--- config.mk ---
export PLATFORM = sky130hd
export DESIGN_NAME = incremental_conversion_sequencer_flat
export DESIGN_NICKNAME = d
export VERILOG_FILES = /design/src/rtl/decimation_ctrl_pkg.sv /design/src/rtl/incremental_conversion_sequencer_if.sv /design/src/rtl/conv_result_buffer.sv /design/src/rtl/incremental_conversion_sequencer.sv /design/src/flat_wrapper.sv
export SDC_FILE = /design/constraint.sdc
export NUM_CORES = 1
export LEC_CHECK = 0
export BUFFER_PORTS_ARGS = -buffer_cell sky130_fd_sc_hd__buf_2
export CORE_MARGIN = 3
export CORE_UTILIZATION = 35
export DETAILED_ROUTE_END_ITERATION = 10
export GPL_TIMING_DRIVEN = 0
export SETUP_SLACK_MARGIN = 0.02
export SYNTH_ARGS = -nofsm -noshare
export SYNTH_HDL_FRONTEND = slang
export SYNTH_SLANG_ARGS = --single-unit
--- constraint.sdc ---
create_clock -name clk -period 3.4 [get_ports clk]
set_input_delay 0.68 -clock clk [delete_from_list [all_inputs] [get_ports clk]]
set_output_delay 0.68 -clock clk [all_outputs]
set_load 0.01 [all_outputs]
--- src/rtl/decimation_ctrl_pkg.sv ---
// Shared types and constants for the incremental-ADC conversion sequencer.
package decimation_ctrl_pkg;

  localparam int unsigned DATA_BITS_DEFAULT = 16;
  localparam int unsigned OSR_WIDTH_DEFAULT = 8;

  // Filter type_dec value that selects incremental (type 1) operation
  localparam logic TYPE_INCREMENTAL = 1'b0;

  typedef enum logic [2:0] {
    ST_IDLE,
    ST_CLEAR,
    ST_INTEGRATE,
    ST_DUMP,
    ST_CAPTURE
  } seq_state_e;

endpackage

--- src/rtl/incremental_conversion_sequencer_if.sv ---
// Result valid/ready handshake plus sticky overrun status towards the consumer.
interface incremental_conversion_sequencer_if
  import decimation_ctrl_pkg::*;
#(
  parameter int unsigned DATA_BITS = DATA_BITS_DEFAULT
);

  logic [DATA_BITS-1:0] result;
  logic                 result_valid;
  logic                 result_ready;
  logic                 overrun;
  logic                 clear_overrun;

  modport master (
    output result,
    output result_valid,
    output overrun,
    input  result_ready,
    input  clear_overrun
  );

  modport slave (
    input  result,
    input  result_valid,
    input  overrun,
    output result_ready,
    output clear_overrun
  );

endinterface

--- src/rtl/conv_result_buffer.sv ---
// Holds the latest conversion result with valid/ready handshake and sticky overrun.
module conv_result_buffer
  import decimation_ctrl_pkg::*;
#(
  parameter int unsigned DATA_BITS = DATA_BITS_DEFAULT
) (
  input  logic                 clk,
  input  logic                 reset,
  input  logic                 capture_c,
  input  logic [DATA_BITS-1:0] din,
  input  logic                 result_ready,
  input  logic                 clear_overrun,
  output logic [DATA_BITS-1:0] result,
  output logic                 result_valid,
  output logic                 overrun
);

  // Overwriting a result that is neither read before nor during this cycle
  logic overrun_set_c;
  assign overrun_set_c = capture_c && result_valid && !result_ready;

  always_ff @(posedge clk or posedge reset) begin
    if (reset) begin
      result       <= '0;
      result_valid <= 1'b0;
      overrun      <= 1'b0;
    end else begin
      if (capture_c) begin
        result       <= din;
        result_valid <= 1'b1;
      end else if (result_ready) begin
        result_valid <= 1'b0;
      end

      // Set has priority over clear
      if (overrun_set_c) begin
        overrun <= 1'b1;
      end else if (clear_overrun) begin
        overrun <= 1'b0;
      end
    end
  end

endmodule

--- src/rtl/incremental_conversion_sequencer.sv ---
// Sequences incremental-mode CIC conversions: modulator reset, filter clear,
// OSR sample count, filter dump and result capture.
module incremental_conversion_sequencer
  import decimation_ctrl_pkg::*;
#(
  parameter int unsigned DATA_BITS      = DATA_BITS_DEFAULT,
  parameter int unsigned OSR_WIDTH      = OSR_WIDTH_DEFAULT,
  parameter int unsigned MOD_RST_CYCLES = 2
) (
  input  logic                 clk,
  input  logic                 reset,
  input  logic                 start,
  input  logic                 continuous,
  input  logic                 abort,
  input  logic [OSR_WIDTH-1:0] osr,
  output logic                 mod_rst,
  output logic                 filt_reset,
  output logic                 filt_type_dec,
  input  logic [DATA_BITS-1:0] filt_z,
  output logic                 busy,
  incremental_conversion_sequencer_if.master res_if
);

  localparam int unsigned      CLR_W       = (MOD_RST_CYCLES > 1) ? $clog2(MOD_RST_CYCLES) : 1;
  localparam logic [CLR_W-1:0] CLR_LOAD    = CLR_W'(MOD_RST_CYCLES - 1);
  localparam logic             CLEAR_PULSE = (MOD_RST_CYCLES == 1);

  seq_state_e           state;
  logic [CLR_W-1:0]     clr_cnt;
  logic [OSR_WIDTH-1:0] smp_cnt;
  logic [OSR_WIDTH-1:0] osr_q;
  logic [OSR_WIDTH-1:0] osr_eff_c;
  logic                 capture_c;

  assign osr_eff_c     = (osr == '0) ? OSR_WIDTH'(1) : osr;
  assign filt_type_dec = TYPE_INCREMENTAL;
  assign capture_c     = (state == ST_CAPTURE) && !abort;

  // Outputs are registered from the state being entered, so filt_reset is
  // high exactly during the last CLEAR cycle and the single DUMP cycle.
  always_ff @(posedge clk or posedge reset) begin
    if (reset) begin
      state      <= ST_IDLE;
      mod_rst    <= 1'b1;
      filt_reset <= 1'b0;
      busy       <= 1'b0;
      clr_cnt    <= '0;
      smp_cnt    <= '0;
      osr_q      <= '0;
    end else if (abort) begin
      state      <= ST_IDLE;
      mod_rst    <= 1'b1;
      filt_reset <= 1'b0;
      busy       <= 1'b0;
    end else begin
      case (state)
        ST_IDLE: begin
          if (start || continuous) begin
            state      <= ST_CLEAR;
            busy       <= 1'b1;
            osr_q      <= osr_eff_c;
            clr_cnt    <= CLR_LOAD;
            filt_reset <= CLEAR_PULSE;
          end
          mod_rst <= 1'b1;
        end

        ST_CLEAR: begin
          if (clr_cnt == '0) begin
            state      <= ST_INTEGRATE;
            smp_cnt    <= osr_q - OSR_WIDTH'(1);
            mod_rst    <= 1'b0;
            filt_reset <= 1'b0;
          end else begin
            clr_cnt    <= clr_cnt - CLR_W'(1);
            filt_reset <= (clr_cnt == CLR_W'(1));
          end
        end

        ST_INTEGRATE: begin
          if (smp_cnt == '0) begin
            state      <= ST_DUMP;
            filt_reset <= 1'b1;
            mod_rst    <= 1'b1;
          end else begin
            smp_cnt <= smp_cnt - OSR_WIDTH'(1);
          end
        end

        ST_DUMP: begin
          state      <= ST_CAPTURE;
          filt_reset <= 1'b0;
        end

        ST_CAPTURE: begin
          if (continuous) begin
            state      <= ST_CLEAR;
            clr_cnt    <= CLR_LOAD;
            filt_reset <= CLEAR_PULSE;
          end else begin
            state <= ST_IDLE;
            busy  <= 1'b0;
          end
          mod_rst <= 1'b1;
        end

        default: begin
          state      <= ST_IDLE;
          mod_rst    <= 1'b1;
          filt_reset <= 1'b0;
          busy       <= 1'b0;
        end
      endcase
    end
  end

  conv_result_buffer #(
    .DATA_BITS (DATA_BITS)
  ) u_result_buffer (
    .clk           (clk),
    .reset         (reset),
    .capture_c     (capture_c),
    .din           (filt_z),
    .result_ready  (res_if.result_ready),
    .clear_overrun (res_if.clear_overrun),
    .result        (res_if.result),
    .result_valid  (res_if.result_valid),
    .overrun       (res_if.overrun)
  );

endmodule

--- src/flat_wrapper.sv ---
// flat-port wrapper written by rule: the top's interface ports become plain ports
module incremental_conversion_sequencer_flat import decimation_ctrl_pkg::*;
#(
  parameter int unsigned DATA_BITS      = DATA_BITS_DEFAULT,
  parameter int unsigned OSR_WIDTH      = OSR_WIDTH_DEFAULT,
  parameter int unsigned MOD_RST_CYCLES = 2
)
  (clk, reset, start, continuous, abort, osr, mod_rst, filt_reset, filt_type_dec, filt_z, busy, res_if_result, res_if_result_valid, res_if_overrun, res_if_result_ready, res_if_clear_overrun);
  incremental_conversion_sequencer_if #(.DATA_BITS(DATA_BITS)) res_if_i ();
  input  logic clk;
  input  logic reset;
  input  logic start;
  input  logic continuous;
  input  logic abort;
  input  logic [OSR_WIDTH-1:0] osr;
  output logic mod_rst;
  output logic filt_reset;
  output logic filt_type_dec;
  input  logic [DATA_BITS-1:0] filt_z;
  output logic busy;
  output wire logic [$bits(res_if_i.result)-1:0] res_if_result;
  output wire logic [$bits(res_if_i.result_valid)-1:0] res_if_result_valid;
  output wire logic [$bits(res_if_i.overrun)-1:0] res_if_overrun;
  input wire logic [$bits(res_if_i.result_ready)-1:0] res_if_result_ready;
  input wire logic [$bits(res_if_i.clear_overrun)-1:0] res_if_clear_overrun;
  assign res_if_result = res_if_i.result;
  assign res_if_result_valid = res_if_i.result_valid;
  assign res_if_overrun = res_if_i.overrun;
  assign res_if_i.result_ready = res_if_result_ready;
  assign res_if_i.clear_overrun = res_if_clear_overrun;
  incremental_conversion_sequencer #(.DATA_BITS(DATA_BITS), .OSR_WIDTH(OSR_WIDTH), .MOD_RST_CYCLES(MOD_RST_CYCLES)) u_core (.clk(clk), .reset(reset), .start(start), .continuous(continuous), .abort(abort), .osr(osr), .mod_rst(mod_rst), .filt_reset(filt_reset), .filt_type_dec(filt_type_dec), .filt_z(filt_z), .busy(busy), .res_if(res_if_i));
endmodule
==> metrics.md, run 1 <==
| Metric | Value |
|---|---|
| H-tree levels | `2` |
| FMAX | `359 MHz` |
| Post-DP HPWL | `3340 um` |
| Beginning of the worst register-to-register path | `u_core.state[0]` |
| Worst skew pair latency | `0.30 ns` |
| Setup Buffers After CTS | `0` |
| First-pass GRT wire length | `8130 um` |
| Synth cell types | `52` |
| Hold buffers post-CTS | `0` |
| Crit end category | `flop` |
| Clock skew | `0.0137 ns` |
| Wire length per cell | `14.3 um` |
| 1st-iter DRT viols | `114` |
| Post-synth top area share | `47.8%` |
| Commonest cells after routing, fill and taps aside | `buf_2 (54), dfrtp_1 (40), mux2_2 (15)` |
| Setup crit end | `u_core.smp_cnt[6]` |
| Worst Max-Slew Pin Slew | `0.839 ns` |
| Initial Util | `37.1%` |
| M1 WL | `2080 um` |
| Total of max-cap violations | `0` |
| Hold path depth | `1` |
| Met3 wire len | `111 um` |
| Worst R2R End | `u_core.smp_cnt[6]` |
| Worst path required time | `3.62 ns` |
| Synthesized area | `2090 sq um` |
| Post-synth top flop | `dfrtp_1` |
| Post-synth top area cell | `dfrtp_1` |
| Design area | `2530 sq um` |
| Startpoint type of the worst setup path | `flop` |
| Hold Crit Class | `reg -> reg` |
| R2R cell count | `10` |
| Wirelength, routed | `4520 um` |
| Syn nets | `218` |
| Yosys warns | `0` |
| Ranking of synthesized cells by area | `dfrtp_1 (48%), mux2_2 (8.1%), mux2_4 (5.7%)` |
| Die Height | `83.3 um` |
| Die area | `6940 sq um` |
| Antenna cells | `0` |
| Vias in the first global route | `1645` |
| Mean Syn Cell Area | `11.2 sq um` |
| Metal2 WL | `2260 um` |
| CTS max path bufs | `2` |
| Number of synthesized flops with an enable pin | `0` |
| Global route overflow | `0` |
| Setup TNS | `0 ns` |
| Kind of critical path | `reg -> reg` |
| Row count | `27` |
| CTS root buf | `clkbuf_8` |
| Clk sink count | `41` |
| Worst slew margin | `44.0%` |
| Crit-path max FO | `10` |
| Top sig layer | `met4` |
| Yosys reg bits | `41` |
| Fin crit share | `81.9%` |
| Die width | `83.3 um` |
| Crit path time final | `2.78 ns` |
| Most common cell after layout, fill and taps aside | `buf_2` |
| RSZ-0062 raised after global routing | `no` |
| Initial antenna violation count | `0` |
| Gpl congestion | `0.812` |
| Setup-failing EPs final | `0` |
| Clock transition at the registers of the reported paths | `0.09 ns` |
| Post-CTS resize count | `0` |
| CTS buffer count | `5` |
| Share of cells above drive strength 1 | `41.4%` |
| Leakage | `1.17 nW` |
| Final hold vios | `0` |
| Post-route ant nets | `0` |
| GRT Util Overall | `14.5%` |
| Pin count of the biggest net entering global routing | `42` |
| Final max-slew violation count | `0` |
| Sequential area share after synthesis | `49.1%` |
| Worst R2R Setup Slack | `0.62 ns` |
| Peak supply drop | `291 uV` |
| Status | `finished clean` |
| Asr flop ratio synth | `100%` |
| Area Growth Syn to Fin | `20.8%` |
| Power Dens Cells | `606 nW/um^2` |
| Boundary Pins | `53` |
| NumNets Final | `275` |
| Via density per instance | `5.08` |
| Post-layout util | `44.8%` |
| WP data arrival | `3.00 ns` |
| Drt pass-1 iters | `4` |
| Syn Inst Count | `186` |
| DRC errors left | `0` |
| Placed Instance Area | `2430 sq um` |
| Final hold slack | `0.505 ns` |
| Port Buffers | `50` |
| Vias | `1605` |
| CTS tree | `yes` |
| Core area | `5640 sq um` |
| Critical Path Source | `u_core.state[0]` |
-- how the worst min path moves through the flow --
stage,slack [ns],endpoint,startpoint
2_1_floorplan,0.50,u_core.smp_cnt[1],u_core.smp_cnt[1]
3_3_place_gp,0.48,u_core.u_result_buffer.overrun,u_core.u_result_buffer.overrun
3_5_place_dp,0.49,u_core.u_result_buffer.result_valid,u_core.u_result_buffer.result_valid
4_1_cts,0.51,u_core.u_result_buffer.result_valid,u_core.u_result_buffer.result_valid
5_1_grt,0.53,u_core.u_result_buffer.result[13],u_core.u_result_buffer.result[13]
6_report,0.50,u_core.u_result_buffer.overrun,u_core.u_result_buffer.overrun
-- final cells by class --
type / instances / area, sq um
Sequential cell: 41 / 1030
Inverter: 5 / 21.3
Fill cell: 542 / 3120
Timing Repair Buffer: 50 / 250
Clock buffer: 5 / 68.8
Clock inverter: 3 / 25.0
Tap cell: 72 / 90.1
Buffer: 8 / 57.6
Multi-Input combinational cell: 132 / 986
-- state kept, by name (all words and copies together), names as in the netlist --
signal,count
u_core.filt_reset,1
u_core.smp_cnt,8
u_core.mod_rst,1
u_core.clr_cnt,1
u_core.u_result_buffer.overrun,1
u_core.busy,1
u_core.osr_q,8
u_core.state,3
u_core.u_result_buffer.result_valid,1
u_core.u_result_buffer.result,16
-- layer usage --
| layer | up-vias | global-route usage [%] |
|---|---|---|
| li1 | 793 | - |
| met1 | 779 | 19.1 |
| met2 | 29 | 23.0 |
| met3 | 4 | 3.97 |
| met4 | 0 | 4.90 |
| met5 | - | 0 |
-- power by group --
part | internal [mW] | total [mW] | switching, mW
registers | 0.614 | 0.745 | 0.130
logic | 0.236 | 0.452 | 0.217
clock network | 0.148 | 0.334 | 0.186
total | 0.998 | 1.53 | 0.533
-- synth_stat cells, drive strengths merged, types with 4 or more instances --
cell type   n
nor2b       4
buf         8
dfrtp      40
nor3        9
nand3       5
a21oi      10
nor4        5
nand2      13
nor2       12
mux2       24
o21ai      12
inv         5
-- critical path: stages, from the launching register on --
cell and delay, ns:
dfrtp_1 0.39, buf_4 0.18, nor3b_2 0.31, buf_2 0.29, mux2i_1 0.22, ha_1 0.28, or3b_1 0.41, nor3_1 0.20
o31ai_1 0.11, a21oi_1 0.15, a2bb2oi_1 0.16
-- metrics by stage --
stage / setup WS, ns / std cells / power (mW)
3_3_place_gp: 0.704 / 308 / 1.20
2_1_floorplan: 0.947 / 186 / 1.05
3_5_place_dp: 0.663 / 308 / 1.21
4_1_cts: 0.624 / 316 / 1.55
5_1_grt: 0.350 / 316 / 1.66
6_report: 0.615 / 316 / 1.53
-- cell families after synthesis --
logic type | share of synthesized area (%)
xor+xnor | 0.419
simple gates | 18.0
other cells | 0.179
flops | 49.1
fa+ha+maj | 0.598
compound gates | 12.6
mux | 15.3
buf+inv | 3.77
No activity file was read; power rests on OpenSTA's default activity.
==> run 2, diff against run 1 <==
- clock period: 3.4 -> 2.5 ns (I/O delays scaled with it)
==> run 2 against run 1 <==
Net effect: hold slack worse by 0.13 ns; power up 41%; routed wire length up 5.0%; sequential cell count unchanged; fmax up 13%; largest cell class unchanged; highest routed layer unchanged.
==> metrics.md, run 2 (synthesis results as in run 1) <==
| Metric | Value |
|---|---|
| Psw | `0.758 mW (was 0.533 mW)` |
| CTS max path bufs | `2 (unchanged)` |
| Status | `finished clean (unchanged)` |
| Multi-input logic area | `1030 sq um (was 986 sq um)` |
| Area Growth Syn to Fin | `27.5% (was 20.8%)` |
| Slowest CP cell | `or3b_4 (was or3b_1)` |
| Worst skew pair latency | `0.30 ns (about the same)` |
| Power Dens Cells | `811 nW/um^2 (was 606 nW/um^2)` |
| Setup TNS | `0 ns (unchanged)` |
| 1st-iter DRT viols | `111 (was 114)` |
| Delay-heaviest family, CP | `simple AND/OR/NAND/NOR gates (unchanged)` |
| Hold buffers post-CTS | `0 (unchanged)` |
| Total of max-cap violations | `0 (unchanged)` |
| Die area | `6940 sq um (unchanged)` |
| Die width | `83.3 um (unchanged)` |
| Vias | `1674 (was 1605)` |
| Worst R2R Setup Slack | `0.03 ns (was 0.62 ns)` |
| Peak supply drop | `406 uV (was 291 uV)` |
| Reg with most FFs | `u_core.u_result_buffer.result (unchanged)` |
| Combinational share of power | `31.5% (was 29.6%)` |
| Clock transition at the registers of the reported paths | `0.09 ns (about the same)` |
| Biggest regs | `u_core.u_result_buffer.result: 16 flops, u_core.osr_q: 8 flops, u_core.smp_cnt: 8 flops (unchanged)` |
| Crit path time final | `2.47 ns (was 2.78 ns)` |
| Via density per instance | `5.10 (was 5.08)` |
| CTS tree | `yes (unchanged)` |
| Antenna cells | `0 (unchanged)` |
| GRT Util Overall | `14.6% (was 14.5%)` |
| Row count | `27 (unchanged)` |
| Clock share of power | `21.0% (was 21.8%)` |
| Beginning of the worst register-to-register path | `u_core.state[2] (was u_core.state[0])` |
| Commonest cells after routing, fill and taps aside | `buf_2 (53), dfrtp_1 (40), mux2_2 (15) (was buf_2 (54), dfrtp_1 (40), mux2_2 (15))` |
| WP data arrival | `2.69 ns (was 3.00 ns)` |
| Share of cells above drive strength 1 | `46.5% (was 41.4%)` |
| CTS buffer count | `5 (unchanged)` |
| Clock skew | `0.0152 ns (was 0.0137 ns)` |
| CTS root buf | `clkbuf_8 (unchanged)` |
| Max FFs per register | `16 (unchanged)` |
| Kind of critical path | `reg -> reg (unchanged)` |
| Worst path required time | `2.72 ns (was 3.62 ns)` |
| Post-DP HPWL | `3340 um (unchanged)` |
| Final hold slack | `0.371 ns (was 0.505 ns)` |
| RSZ-0062 raised after global routing | `yes (was no)` |
| Worst R2R End | `u_core.smp_cnt[6] (unchanged)` |
| Global route overflow | `0 (unchanged)` |
| Pin count of the biggest net entering global routing | `42 (unchanged)` |
| Hold Crit Class | `in -> async (was reg -> reg)` |
| Port Buffers | `50 (unchanged)` |
| Final max-slew violation count | `0 (unchanged)` |
| Crit path buffers/inverters | `2 (unchanged)` |
| NumNets Final | `287 (was 275)` |
| Fin crit share | `98.7% (was 81.9%)` |
| H-tree levels | `2 (unchanged)` |
| Vias in the first global route | `1671 (was 1645)` |
| R2R cell count | `10 (unchanged)` |
| Die Height | `83.3 um (unchanged)` |
| DRC errors left | `0 (unchanged)` |
| Worst slew margin | `42.9% (was 44.0%)` |
| Register area | `1030 sq um (unchanged)` |
| Switching share of total power | `35.0% (was 34.8%)` |
| Boundary Pins | `53 (unchanged)` |
| Final hold vios | `0 (unchanged)` |
| Initial antenna violation count | `0 (unchanged)` |
| Initial Util | `37.1% (unchanged)` |
| Crit end category | `flop (unchanged)` |
| Startpoint type of the worst setup path | `flop (unchanged)` |
| FMAX | `405 MHz (was 359 MHz)` |
| Clk sink count | `41 (unchanged)` |
| Core area | `5640 sq um (unchanged)` |
| Worst Max-Slew Pin Slew | `0.855 ns (was 0.839 ns)` |
| Leakage | `1.24 nW (was 1.17 nW)` |
| Setup-failing EPs final | `0 (unchanged)` |
| Critical-path cell list | `buf_6 -> nor3b_4 -> buf_4 -> mux2i_2 -> ha_2 -> or3b_4 -> nor3_4 -> o31ai_1 -> a21oi_1 -> a2bb2oi_2 (was buf_4 -> nor3b_2 -> buf_2 -> mux2i_1 -> ha_1 -> or3b_1 -> nor3_1 -> o31ai_1 -> a21oi_1 -> a2bb2oi_1)` |
| First-pass GRT wire length | `8180 um (was 8130 um)` |
| Cell-internal power | `1.41 mW (was 0.998 mW)` |
| Fillers | `535 (was 542)` |
| Sequential share of power | `47.5% (was 48.6%)` |
| Wire length per cell | `14.5 um (was 14.3 um)` |
| Wirelength, routed | `4740 um (was 4520 um)` |
| Gpl congestion | `0.812 (unchanged)` |
| Post-route ant nets | `0 (unchanged)` |
| Most common cell after layout, fill and taps aside | `buf_2 (unchanged)` |
| Largest stage delay on the critical path | `0.41 ns (about the same)` |
| Crit-path max FO | `4 (was 10)` |
| Drt pass-1 iters | `4 (unchanged)` |
## run 2: area by class of cell
| cell class | count | area share (%) |
|---|---|---|
| clock inverters | 3 | 0.939 |
| clock buffers | 5 | 2.58 |
| well taps | 72 | 3.38 |
| flip-flops and latches | 41 | 38.5 |
| plain buffers | 8 | 2.53 |
| repair buffers | 62 | 12.8 |
| inverters | 5 | 0.798 |
| multi-input cells | 132 | 38.5 |
## run 2: how the worst max path moves through the flow
stage / start / cells after the start / endpoint / slack [ns]
2_1_floorplan: u_core.state[0] / 10 / u_core.smp_cnt[6] / 0.05
3_3_place_gp: u_core.state[0] / 10 / u_core.smp_cnt[6] / -0.20
3_5_place_dp: u_core.state[0] / 10 / u_core.smp_cnt[6] / -0.24
4_1_cts: u_core.state[0] / 10 / u_core.smp_cnt[6] / 0.03
5_1_grt: u_core.state[0] / 10 / u_core.smp_cnt[6] / -0.06
6_report: u_core.state[2] / 10 / u_core.smp_cnt[6] / 0.03
## run 2: repair_timing
| action | 4_1_cts | 5_1_grt |
|---|---|---|
| buffers inserted | 2 | 10 |
| setup endpoints to repair | 2 | 2 |
| resized for setup | 5 | 6 |
| pin swaps | 2 | 4 |
## run 2: power groups by stage
stage,Combinational [mW],Sequential [mW],Clock [mW]
5_1_grt,0.757,1.06,0.508
2_1_floorplan,0.422,1.01,0
3_3_place_gp,0.608,1.02,0
4_1_cts,0.638,1.02,0.478
6_report,0.682,1.03,0.455
3_5_place_dp,0.621,1.02,0
## run 2: routing by layer
metal / wire length (um) / up-vias / global-route usage (%) / part of all wire, %
met5: 0 / - / 0 / 0
met3: 136 / 9 / 3.17 / 2.9
met2: 2360 / 38 / 23.0 / 50
li1: - / 819 / - / -
met4: 86 / 0 / 6.69 / 1.8
met1: 2160 / 808 / 19.0 / 46
## run 2: metrics by stage
step	setup slack, ns	std cells	area (sq um)	utilization, %	total power, mW
2_1_floorplan	0.0473	186	2090	-	1.43
3_3_place_gp	-0.196	308	2430	43.1	1.63
3_5_place_dp	-0.237	308	2430	43.1	1.65
4_1_cts	0.0314	318	2560	45.4	2.13
5_1_grt	-0.0616	328	2670	47.3	2.33
6_report	0.0320	328	2670	47.3	2.16
==> run 3, diff against run 2 <==
- CORE_UTILIZATION: 35 -> 24
==> run 3 against run 2 <==
Net effect: clock skew down 0.0076 ns; sequential power hardly changed; via count grew 0.66%; global-route usage shrank 5.0 points; combinational power about the same; first-iteration DRC count decreased by 20%; clock power down 9.9%; fmax grew 3.4%; hold slack better by 0.011 ns; sequential cell count unchanged; power fell by 2.1%; clock-buffer cell count is 3 higher; critical path type unchanged; largest cell class unchanged.
==> metrics.md, run 3 (synthesis results as in run 1) <==
| Metric | Value |
|---|---|
| Status | `finished clean (unchanged)` |
| Clock skew | `0.00760 ns (was 0.0152 ns)` |
| Core area | `8340 sq um (was 5640 sq um)` |
| NumNets Final | `283 (was 287)` |
| Global route overflow | `0 (unchanged)` |
| Switching share of total power | `34.0% (was 35.0%)` |
| Row count | `33 (was 27)` |
| Clock share of power | `19.4% (was 21.0%)` |
| Wirelength, routed | `4640 um (was 4740 um)` |
| Max FFs per register | `16 (unchanged)` |
| Reg with most FFs | `u_core.u_result_buffer.result (unchanged)` |
| Worst R2R Setup Slack | `0.11 ns (was 0.03 ns)` |
| Fillers | `868 (was 535)` |
| Beginning of the worst register-to-register path | `u_core.state[0] (was u_core.state[2])` |
| R2R cell count | `10 (unchanged)` |
| Power Dens Cells | `795 nW/um^2 (was 811 nW/um^2)` |
| CTS tree | `yes (unchanged)` |
| Most common cell after layout, fill and taps aside | `buf_2 (unchanged)` |
| Die Height | `99.4 um (was 83.3 um)` |
| Setup-failing EPs final | `0 (unchanged)` |
| Final setup margin | `0.112 ns (was 0.0320 ns)` |
| Wire length per cell | `13.0 um (was 14.5 um)` |
| Combinational share of power | `32.1% (was 31.5%)` |
| Worst Max-Slew Pin Slew | `0.841 ns (was 0.855 ns)` |
| WP data arrival | `2.61 ns (was 2.69 ns)` |
| H-tree levels | `2 (unchanged)` |
| Critical Path Source | `u_core.state[0] (was u_core.state[2])` |
| Peak supply drop | `443 uV (was 406 uV)` |
| Setup TNS | `0 ns (unchanged)` |
| Post-DP HPWL | `3380 um (was 3340 um)` |
| Startpoint type of the worst setup path | `flop (unchanged)` |
| DRC errors left | `0 (unchanged)` |
| Die width | `99.4 um (was 83.3 um)` |
| Port Buffers | `50 (unchanged)` |
| Kind of critical path | `reg -> reg (unchanged)` |
| Hold buffers post-CTS | `0 (unchanged)` |
| Vias | `1685 (was 1674)` |
| Commonest cells after routing, fill and taps aside | `buf_2 (53), dfrtp_1 (40), mux2_2 (15) (unchanged)` |
| Worst slew margin | `43.9% (was 42.9%)` |
| Leakage | `1.21 nW (was 1.24 nW)` |
| Clock transition at the registers of the reported paths | `0.08 ns (was 0.09 ns)` |
| Clk sink count | `41 (unchanged)` |
| Cell-internal power | `1.40 mW (was 1.41 mW)` |
| Sequential share of power | `48.6% (was 47.5%)` |
| Initial Util | `25.1% (was 37.1%)` |
| RSZ-0062 raised after global routing | `yes (unchanged)` |
| Worst R2R End | `u_core.smp_cnt[6] (unchanged)` |
| Crit end category | `flop (unchanged)` |
| Hold Crit Class | `in -> async (unchanged)` |
| Antenna cells | `0 (unchanged)` |
| Gpl congestion | `0.845 (was 0.812)` |
| GRT Util Overall | `9.63% (was 14.6%)` |
| Psw | `0.719 mW (was 0.758 mW)` |
| Share of cells above drive strength 1 | `44.4% (was 46.5%)` |
| Boundary Pins | `53 (unchanged)` |
| CTS root buf | `clkbuf_8 (unchanged)` |
| CTS buffer count | `5 (unchanged)` |
| Area Growth Syn to Fin | `27.2% (was 27.5%)` |
| Worst skew pair latency | `0.29 ns (was 0.30 ns)` |
| Drt pass-1 iters | `4 (unchanged)` |
| CTS max path bufs | `2 (unchanged)` |
| Post-Place Worst Slack | `-0.304 ns (was -0.237 ns)` |
| Fin crit share | `95.5% (was 98.7%)` |
| Worst path required time | `2.72 ns (about the same)` |
| Vias in the first global route | `1676 (was 1671)` |
| Final hold vios | `0 (unchanged)` |
| Post-route ant nets | `0 (unchanged)` |
| First-pass GRT wire length | `7810 um (was 8180 um)` |
| Initial antenna violation count | `0 (unchanged)` |
| 1st-iter DRT viols | `89 (was 111)` |
| Crit path time final | `2.39 ns (was 2.47 ns)` |
| Die area | `9870 sq um (was 6940 sq um)` |
| Pin count of the biggest net entering global routing | `42 (unchanged)` |
| Crit-path max FO | `4 (unchanged)` |
| Final max-slew violation count | `0 (unchanged)` |
| Biggest regs | `u_core.u_result_buffer.result: 16 flops, u_core.osr_q: 8 flops, u_core.smp_cnt: 8 flops (unchanged)` |
| Via density per instance | `4.72 (was 5.10)` |
| FMAX | `419 MHz (was 405 MHz)` |
| Total of max-cap violations | `0 (unchanged)` |
==> run 3: cell count changes in the layout (fill, tap and decap cells not counted), sizes merged <==
cell,delta
buf,-4
clkbuf,+3
clkinv,-1
clkinvlp,-1
inv,-1
==> run 3: critical path, stage by stage, from the launching register on <==
cell and delay [ns]:
dfrtp_1 0.39, buf_6 0.13, nor3b_4 0.25, buf_6 0.14, mux2i_1 0.19, ha_2 0.20, or3b_4 0.41, nor3_4 0.23
o31ai_2 0.10, a21oi_2 0.15, a2bb2oi_2 0.14
==> run 3: layout make-up <==
class | instances | area [sq um] | area share (%)
flip-flops and latches | 41 | 1030 | 38.6
repair buffers | 58 | 310 | 11.7
inverters | 5 | 21.3 | 0.799
well taps | 105 | 131 | 4.94
clock buffers | 8 | 80.1 | 3.01
multi-input cells | 132 | 1020 | 38.5
plain buffers | 8 | 67.6 | 2.54
==> run 3: repair_timing <==
action                     in CTS  in global routing
gates resized for setup         5                  6
setup buffers                   2                  6
setup endpoints to repair       2                  2
pin swaps                       1                  3
==> run 3: power groups by stage <==
stage	Clock (mW)	Sequential, mW	Combinational [mW]
after floorplan	0	1.01	0.422
after global placement	0	1.02	0.608
after detailed placement	0	1.03	0.621
after CTS	0.435	1.02	0.636
after global routing	0.461	1.06	0.764
final	0.410	1.03	0.679
==> run 3: through the flow <==
step	total power [mW]	cells	util, %	instance area, sq um	hold slack [ns]
CTS	2.09	351	31.0	2590	0.411
detailed placement	1.65	341	29.7	2470	0.489
floorplan	1.43	186	-	2090	0.499
global placement	1.63	341	29.7	2470	0.473
finish	2.12	357	31.9	2660	0.383
global route	2.28	357	31.9	2660	0.420
==> run 3: metal layers <==
| metal | part of all wire (%) | routed length (um) | track usage (%) | vias up |
|---|---|---|---|---|
| met2 | 49 | 2280 | 16.1 | 44 |
| met4 | 1.4 | 64 | 3.05 | 0 |
| met1 | 44 | 2030 | 11.9 | 823 |
| met5 | 0 | 0 | 0 | - |
| met3 | 5.7 | 266 | 2.88 | 5 |
| li1 | - | - | - | 813 |
==> run 3: worst max path at each step <==
stage	to	slack (ns)	cells past startpoint
after global routing	u_core.smp_cnt[6]	-0.05	10
after detailed placement	u_core.smp_cnt[6]	-0.30	10
final	u_core.smp_cnt[6]	0.11	10
after CTS	u_core.smp_cnt[6]	0.05	10
after floorplan	u_core.smp_cnt[6]	0.05	10
after global placement	u_core.smp_cnt[6]	-0.24	10
